<file path="src/rtl/fetch_unit.sv">
// Instruction fetch stage: PC, instruction register and valid/ack handoff to control.
// Optional out-of-range fetch detection is built when ADDR_CHECK_EN is defined.
module fetch_unit #(
  parameter int unsigned          addWidth  = 5,
  parameter int unsigned          dataWidth = 32,
  parameter logic [dataWidth-1:0] RESET_PC  = '0
) (
  input  logic                 clk,
  input  logic                 rst_n,
  input  logic                 fetch_req,
  output logic [dataWidth-1:0] imem_addr,
  input  logic [dataWidth-1:0] imem_data,
  output logic [dataWidth-1:0] ir,
  output logic                 ir_valid,
  input  logic                 ir_ack,
  output logic [dataWidth-1:0] ir_pc,
  output logic [dataWidth-1:0] ir_pc_plus1,
  input  logic                 redirect_valid,
  input  logic [dataWidth-1:0] redirect_target,
  output logic [dataWidth-1:0] pc,
  output logic                 fetch_fault
);

  typedef enum logic [1:0] {
    IDLE  = 2'd0,
    FETCH = 2'd1,
    VALID = 2'd2
  } state_t;

  localparam logic [dataWidth-1:0] pc_one = {{(dataWidth-1){1'b0}}, 1'b1};

  state_t               state;
  state_t               state_next;
  logic [dataWidth-1:0] capture_word;
  logic                 capture_en;

  assign imem_addr   = pc;
  assign ir_valid    = (state == VALID);
  assign ir_pc_plus1 = ir_pc + pc_one;
  // A redirect in the FETCH cycle squashes the capture and the increment.
  assign capture_en  = (state == FETCH) && !redirect_valid;

  always_ff @(posedge clk or negedge rst_n) begin
    if (!rst_n) begin
      state <= IDLE;
    end else begin
      // NOTE: sequential state uses non-blocking assignments so every register
      // samples pre-edge values regardless of block ordering.
      state <= state_next;
    end
  end

  always_comb begin
    // NOTE: default assigned first so no path leaves state_next unassigned (no latch).
    state_next = state;
    case (state)
      IDLE:    if (fetch_req) state_next = FETCH;
      FETCH:   state_next = VALID;
      VALID:   if (ir_ack) state_next = fetch_req ? FETCH : IDLE;
      default: state_next = IDLE;
    endcase
    if (redirect_valid) state_next = IDLE;
  end

`ifdef ADDR_CHECK_EN
  logic out_of_range;
  logic fault_q;

  assign out_of_range = |pc[dataWidth-1:addWidth];
  assign capture_word = out_of_range ? '0 : imem_data;
  assign fetch_fault  = fault_q;

  always_ff @(posedge clk or negedge rst_n) begin
    if (!rst_n) begin
      fault_q <= 1'b0;
    end else if (capture_en && out_of_range) begin
      fault_q <= 1'b1;
    end
  end
`else
  assign capture_word = imem_data;
  assign fetch_fault  = 1'b0;
`endif

  always_ff @(posedge clk or negedge rst_n) begin
    if (!rst_n) begin
      pc    <= RESET_PC;
      ir    <= '0;
      ir_pc <= '0;
    end else if (redirect_valid) begin
      pc <= redirect_target;
    end else if (capture_en) begin
      ir    <= capture_word;
      ir_pc <= pc;
      pc    <= pc + pc_one;
    end
  end

endmodule
</file>
<file path="config.mk">
export PLATFORM = sky130hd
export DESIGN_NAME = fetch_unit
export DESIGN_NICKNAME = d
export VERILOG_FILES = /design/src/rtl/fetch_unit.sv
export SDC_FILE = /design/constraint.sdc
export NUM_CORES = 1
export LEC_CHECK = 0
export CAP_MARGIN = 20
export CORE_MARGIN = 3
export CORE_UTILIZATION = 30
export CTS_CLUSTER_DIAMETER = 80
export DETAILED_ROUTE_END_ITERATION = 7
export GPL_ROUTABILITY_DRIVEN = 0
export MAX_ROUTING_LAYER = met4
export PLACE_DENSITY = 0.7
export SETUP_SLACK_MARGIN = 0.4
export SYNTH_ARGS = -nofsm -noshare
export SYNTH_HDL_FRONTEND = slang
export SYNTH_SLANG_ARGS = --single-unit
</file>
<file path="constraint.sdc">
create_clock -name clk -period 3.6 [get_ports clk]
set_input_delay 0.72 -clock clk [delete_from_list [all_inputs] [get_ports clk]]
set_output_delay 0.72 -clock clk [all_outputs]
set_load 0.05 [all_outputs]
</file>
* Word-level counts from Yosys, hierarchy flattened
Cells that the tools add are included. Widths: inputs -> output; s select.
Word-level totals: output and inout bits 162, logic and storage cells 24, memories kept 0, memory bits (read-only) 0, flip-flop bits (word level) 98, bits in writable memories 0, latch bits 0
Cells by class: div/mod/pow operators 0, $lt $le $gt $ge 0, add/sub/neg operators 2, mux-type cells 7, equal/unequal tests 4, reduce and logical (&&, ||, !) cells 6, bitwise logic cells 1, shifts and indexed selects 0, $mul 0
Operators with widths (number):
- $add 32x1->32 const B | 2
- $mux 32 | 2
- $mux 2 | 3
- $pmux 2 s3 | 1
- $reduce_and 2->1 | 2
- $ne 3x1->1 const B | 1
- $ne 3x3->1 const B | 1
- $eq 2x1->1 const B | 1
- $eq 2x2->1 const B | 1
- $logic_not 2->1 | 1
- $reduce_bool 2->1 | 1
- $logic_and 1x1->1 | 1
- $logic_not 1->1 | 1
- $mux 1 | 1
- $not 1->1 | 1

* Longest topological paths before layout
depth in word-level cells 4, gate-level depth with buffers 6

* Least setup slack after synthesis
Ideal clock, no wire load.
kind register to output, start register ir_pc[14], end output port ir_pc_plus1[26], path buffers 0, cell stages (with the launch flop) 5, required time 2.880 ns, slack 0.128 ns, arrival time 2.752 ns, cells stage by stage dfrtp_1 > nand4_1 > nor4_1 > nand4_1 > xnor2_1
Between the ends: cells in the longest elaborated chain, start to end 1
Ends and longest elaborated chain:
- start: declaration | line 16 | output logic [dataWidth-1:0] ir_pc,
- start signal: assignment | line 94 | ir_pc <= pc;
- $add 32x1->32 | line 39 | assign ir_pc_plus1 = ir_pc + pc_one;
- end: declaration | line 17 | output logic [dataWidth-1:0] ir_pc_plus1,
No other way between the ends.

* Worst setup path in the final report
start register ir_pc[2], end output port ir_pc_plus1[19]
The elaborated chain is that of the path after synthesis.

==> flow_summary.toml <==
[run_status]
outcome = "completed"

[worst_setup_path]
crit_family = "simple AND/OR/NAND/NOR gates"
crit_path_top_delay_cell = "dfrtp_1"
path_cells = "nand4_1, nor4_2, buf_4, nand4_1, xnor2_2, buf_12"
cp_common_cell = "nand4_1"
critPathBufInv = 2
crit_required_ns = 2.88
cp.arrival_ns = 2.28
slowest_delay_ns = 0.49
critical_path_class = "reg2out"
setup.worst_path.end_class = "output pin"
crit_path_start_kind = "flip-flop"
cp_max_fo = 10

[clocking]
cts_buffers = 9
cts_tree = "done"
insertion_delay_ns = 0.35
ctsHtreeMaxLevel = 3
cts_hold_buf = 0
clk_path_buf_depth = 2
clkSlewWorstSetupHoldPaths_ns = 0.07
cts_root_buf = "clkbuf_16"
clock-sinks = 98

[timing]
finalCriticalPeriod_ns = 2.999
fin_tns_setup_ns = 0
finalSetupViolations = 0
slew_headroom_pct = 48.68
rsz0062_at_grt = "false"
fmax_mhz = 333.4
drv_slew = 0
fin_skew_ns = 0.007028
final-hold-violation-count = 0
worstMarginPinSlew_ns = 0.7676
period_share_pct = 83.32

[global_routing]
track_usage_pct = 17.67
grt_first_pass_wirelength_um = 25190
antenna_found_initial = 2
grt_overflow = 0
grt_max_degree = 57
grt_pass1_vias = 4480

[synth]
synth_edf_count = 0
synth_xor_area_share_pct = 6.944
synth_area_leaders = "dfrtp_1, mux2_2, xnor2_1"
syn-cell-area_um2 = 5171
synth_top_family_by_area = "simple AND/OR/NAND/NOR gates"
synth_seq_area_share_pct = 47.42
yosys.area_share.simple_pct = 17.88
avgSynthCellArea_um2 = 10.68
synth_top_area_cell = "dfrtp_1"
synth-seq-cells = 98
netlist.area_leader.share_pct = 47.42
synthFlopType = "dfrtp_1"
synthMostInstantiatedCell = "dfrtp_1"
ys_types = 42
synthCells = 484
ys_warn_count = 0
synthAdderAreaFrac_pct = 0.4839
synth_fp_nets = 555
synth_commonest_cells = "dfrtp_1, mux2_2, nand2_1"
synth-compound-area-share_pct = 6.339
synth_mux_area_share_pct = 13.69
async_flop_share_pct = 100.0

[floorplanning]
start_util_pct = 30.96
core_um2 = 16700
dieArea_um2 = 18850
std_cell_rows = 47
boundaryPins = 231
die_h_um = 137.3
die_width_um = 137.3

[placed_design]
portBuffers = 229
dpl.hpwl_um = 12380
placed_cells = 886
place_area_um2 = 7825

[min_path]
min_path_type = "in2async"

[power_and_ir_drop]
p_leak_nw = 3.242
peakVddDrop_v = 0.0005414
powerDensity_nw_per_um2 = 671.0
total_power_w = 0.005449

[cells_and_area]
finalInstanceArea_um2 = 8122
drive_gt1_share_pct = 19.35
final_core_util_pct = 48.63
ff_latch_area_um2 = 2452
nNetsFinal = 748
areaGrowthSynthToFinish_pct = 57.05
final_cells = 904
multiInputGateArea_um2 = 2514
fillers = 1547

[drt]
via_per_inst = 4.960
dr.first_iter.drc_count = 169
drtAntennaViolNets = 0
wl_per_cell_um = 18.09
wl_um = 16360
drtPass1Iterations = 4
remaining_drc_errors = 0
num_vias = 4484

[flow_run]
max-cap-violations = 0
==> power breakdown <==
group / internal (W) / switching (W) / leakage (nW)
sequential: 0.00133 / 0.000317 / 1.16
combinational: 0.00110 / 0.00177 / 1.94
clock: 0.000493 / 0.000437 / 0.138
==> placed cells by master, fill, tap and decap left out, types with 2 or more instances in the layout <==
cell / netlist / layout
clkdlybuf4s50_1: 0 / 204
or3_1: 2 / 2
a31oi_1: 13 / 13
nor4_1: 4 / 3
nand2_1: 39 / 39
nor4_2: 2 / 2
inv_1: 10 / 10
clkbuf_16: 0 / 9
buf_4: 33 / 7
nor2_1: 19 / 18
dlygate4sd2_1: 0 / 2
or2_2: 2 / 2
o311ai_0: 2 / 2
buf_12: 0 / 21
or4_1: 19 / 19
nand4_1: 22 / 22
and3_1: 4 / 4
ha_1: 2 / 2
nand3_1: 27 / 27
mux2_2: 62 / 62
o211ai_1: 6 / 6
dfrtp_1: 98 / 98
nor2b_1: 2 / 2
a21oi_1: 2 / 2
and2_1: 5 / 5
o21ai_0: 15 / 15
clkinv_2: 0 / 2
dlymetal6s2s_1: 0 / 2
xor2_1: 8 / 8
xnor2_2: 0 / 19
nor3_1: 2 / 2
diode_2: 0 / 2
o31ai_1: 12 / 12
and4_1: 6 / 6
xnor2_1: 33 / 14
==> timing repair <==
item,in CTS,in global routing
endpoints found under the hold margin,0,0
cloned,0,0
endpoints found under the setup margin,2,10
buffers inserted,0,0
resized for setup,2,3
==> routing by layer <==
metal | vias to the layer above | wire length (um) | track usage, %
li1 | 2112 | - | -
met1 | 2180 | 6865 | 22.32
met2 | 180 | 8104 | 27.74
met5 | - | 0 | -
met3 | 12 | 1214 | 4.748
met4 | 0 | 173 | 5.654
==> per-stage QoR <==
step	setup slack [ns]	hold slack [ns]
finish	0.6006	0.3615
global route	0.4689	0.3983
CTS	0.4146	0.3729
detailed placement	0.7909	0.4959
global placement	0.8446	0.4928
floorplan	0.4003	0.4244
==> worst reg2reg max path: stages, from the launching register on <==
cell	delay (ns)
dfrtp_1	0.53
and4_1	0.34
nand4_1	0.64
or4_1	0.75
a31oi_1	0.18
==> flip-flops by register name, indices dropped and copies added, names as in the netlist <==
register / cells
imem_addr: 32
ir: 32
ir_pc: 32
state: 2
==> logic make-up after synthesis <==
| group | after synthesis |
|---|---|
| AOI/OAI and AO/OA | 51 |
| adders and majority gates | 2 |
| buffers and inverters | 64 |
| xor gates and xnor gates | 41 |
| and+or+nand+nor | 164 |
| DFF | 98 |
| muxes | 63 |
| other | 1 |
==> final cells by class <==
type                    count  area share, %
clock buffers              11          2.989
diodes                      2        0.06162
well taps                 220          3.389
multi-input cells         322          30.95
inverters                  10         0.4622
repair buffers            236          31.49
clock inverters             5         0.4622
flip-flops and latches     98          30.20
==> path summary, 6_finish.rpt <==
check | to | cells past startpoint | startpoint | slack (ns)
setup / recovery | ir_pc_plus1[19] | 6 | ir_pc[2] | 0.60
hold / removal | imem_addr[3] | 1 | rst_n | 0.36
setup reg to reg | imem_addr[25] | 4 | imem_addr[12] | 1.09
hold reg to reg | ir[4] | 1 | ir[4] | 0.51
max in group asynchronous | imem_addr[8] | 2 | rst_n | 2.51
min in group clk | ir[4] | 1 | ir[4] | 0.51
(Power assumes the default switching activity.)
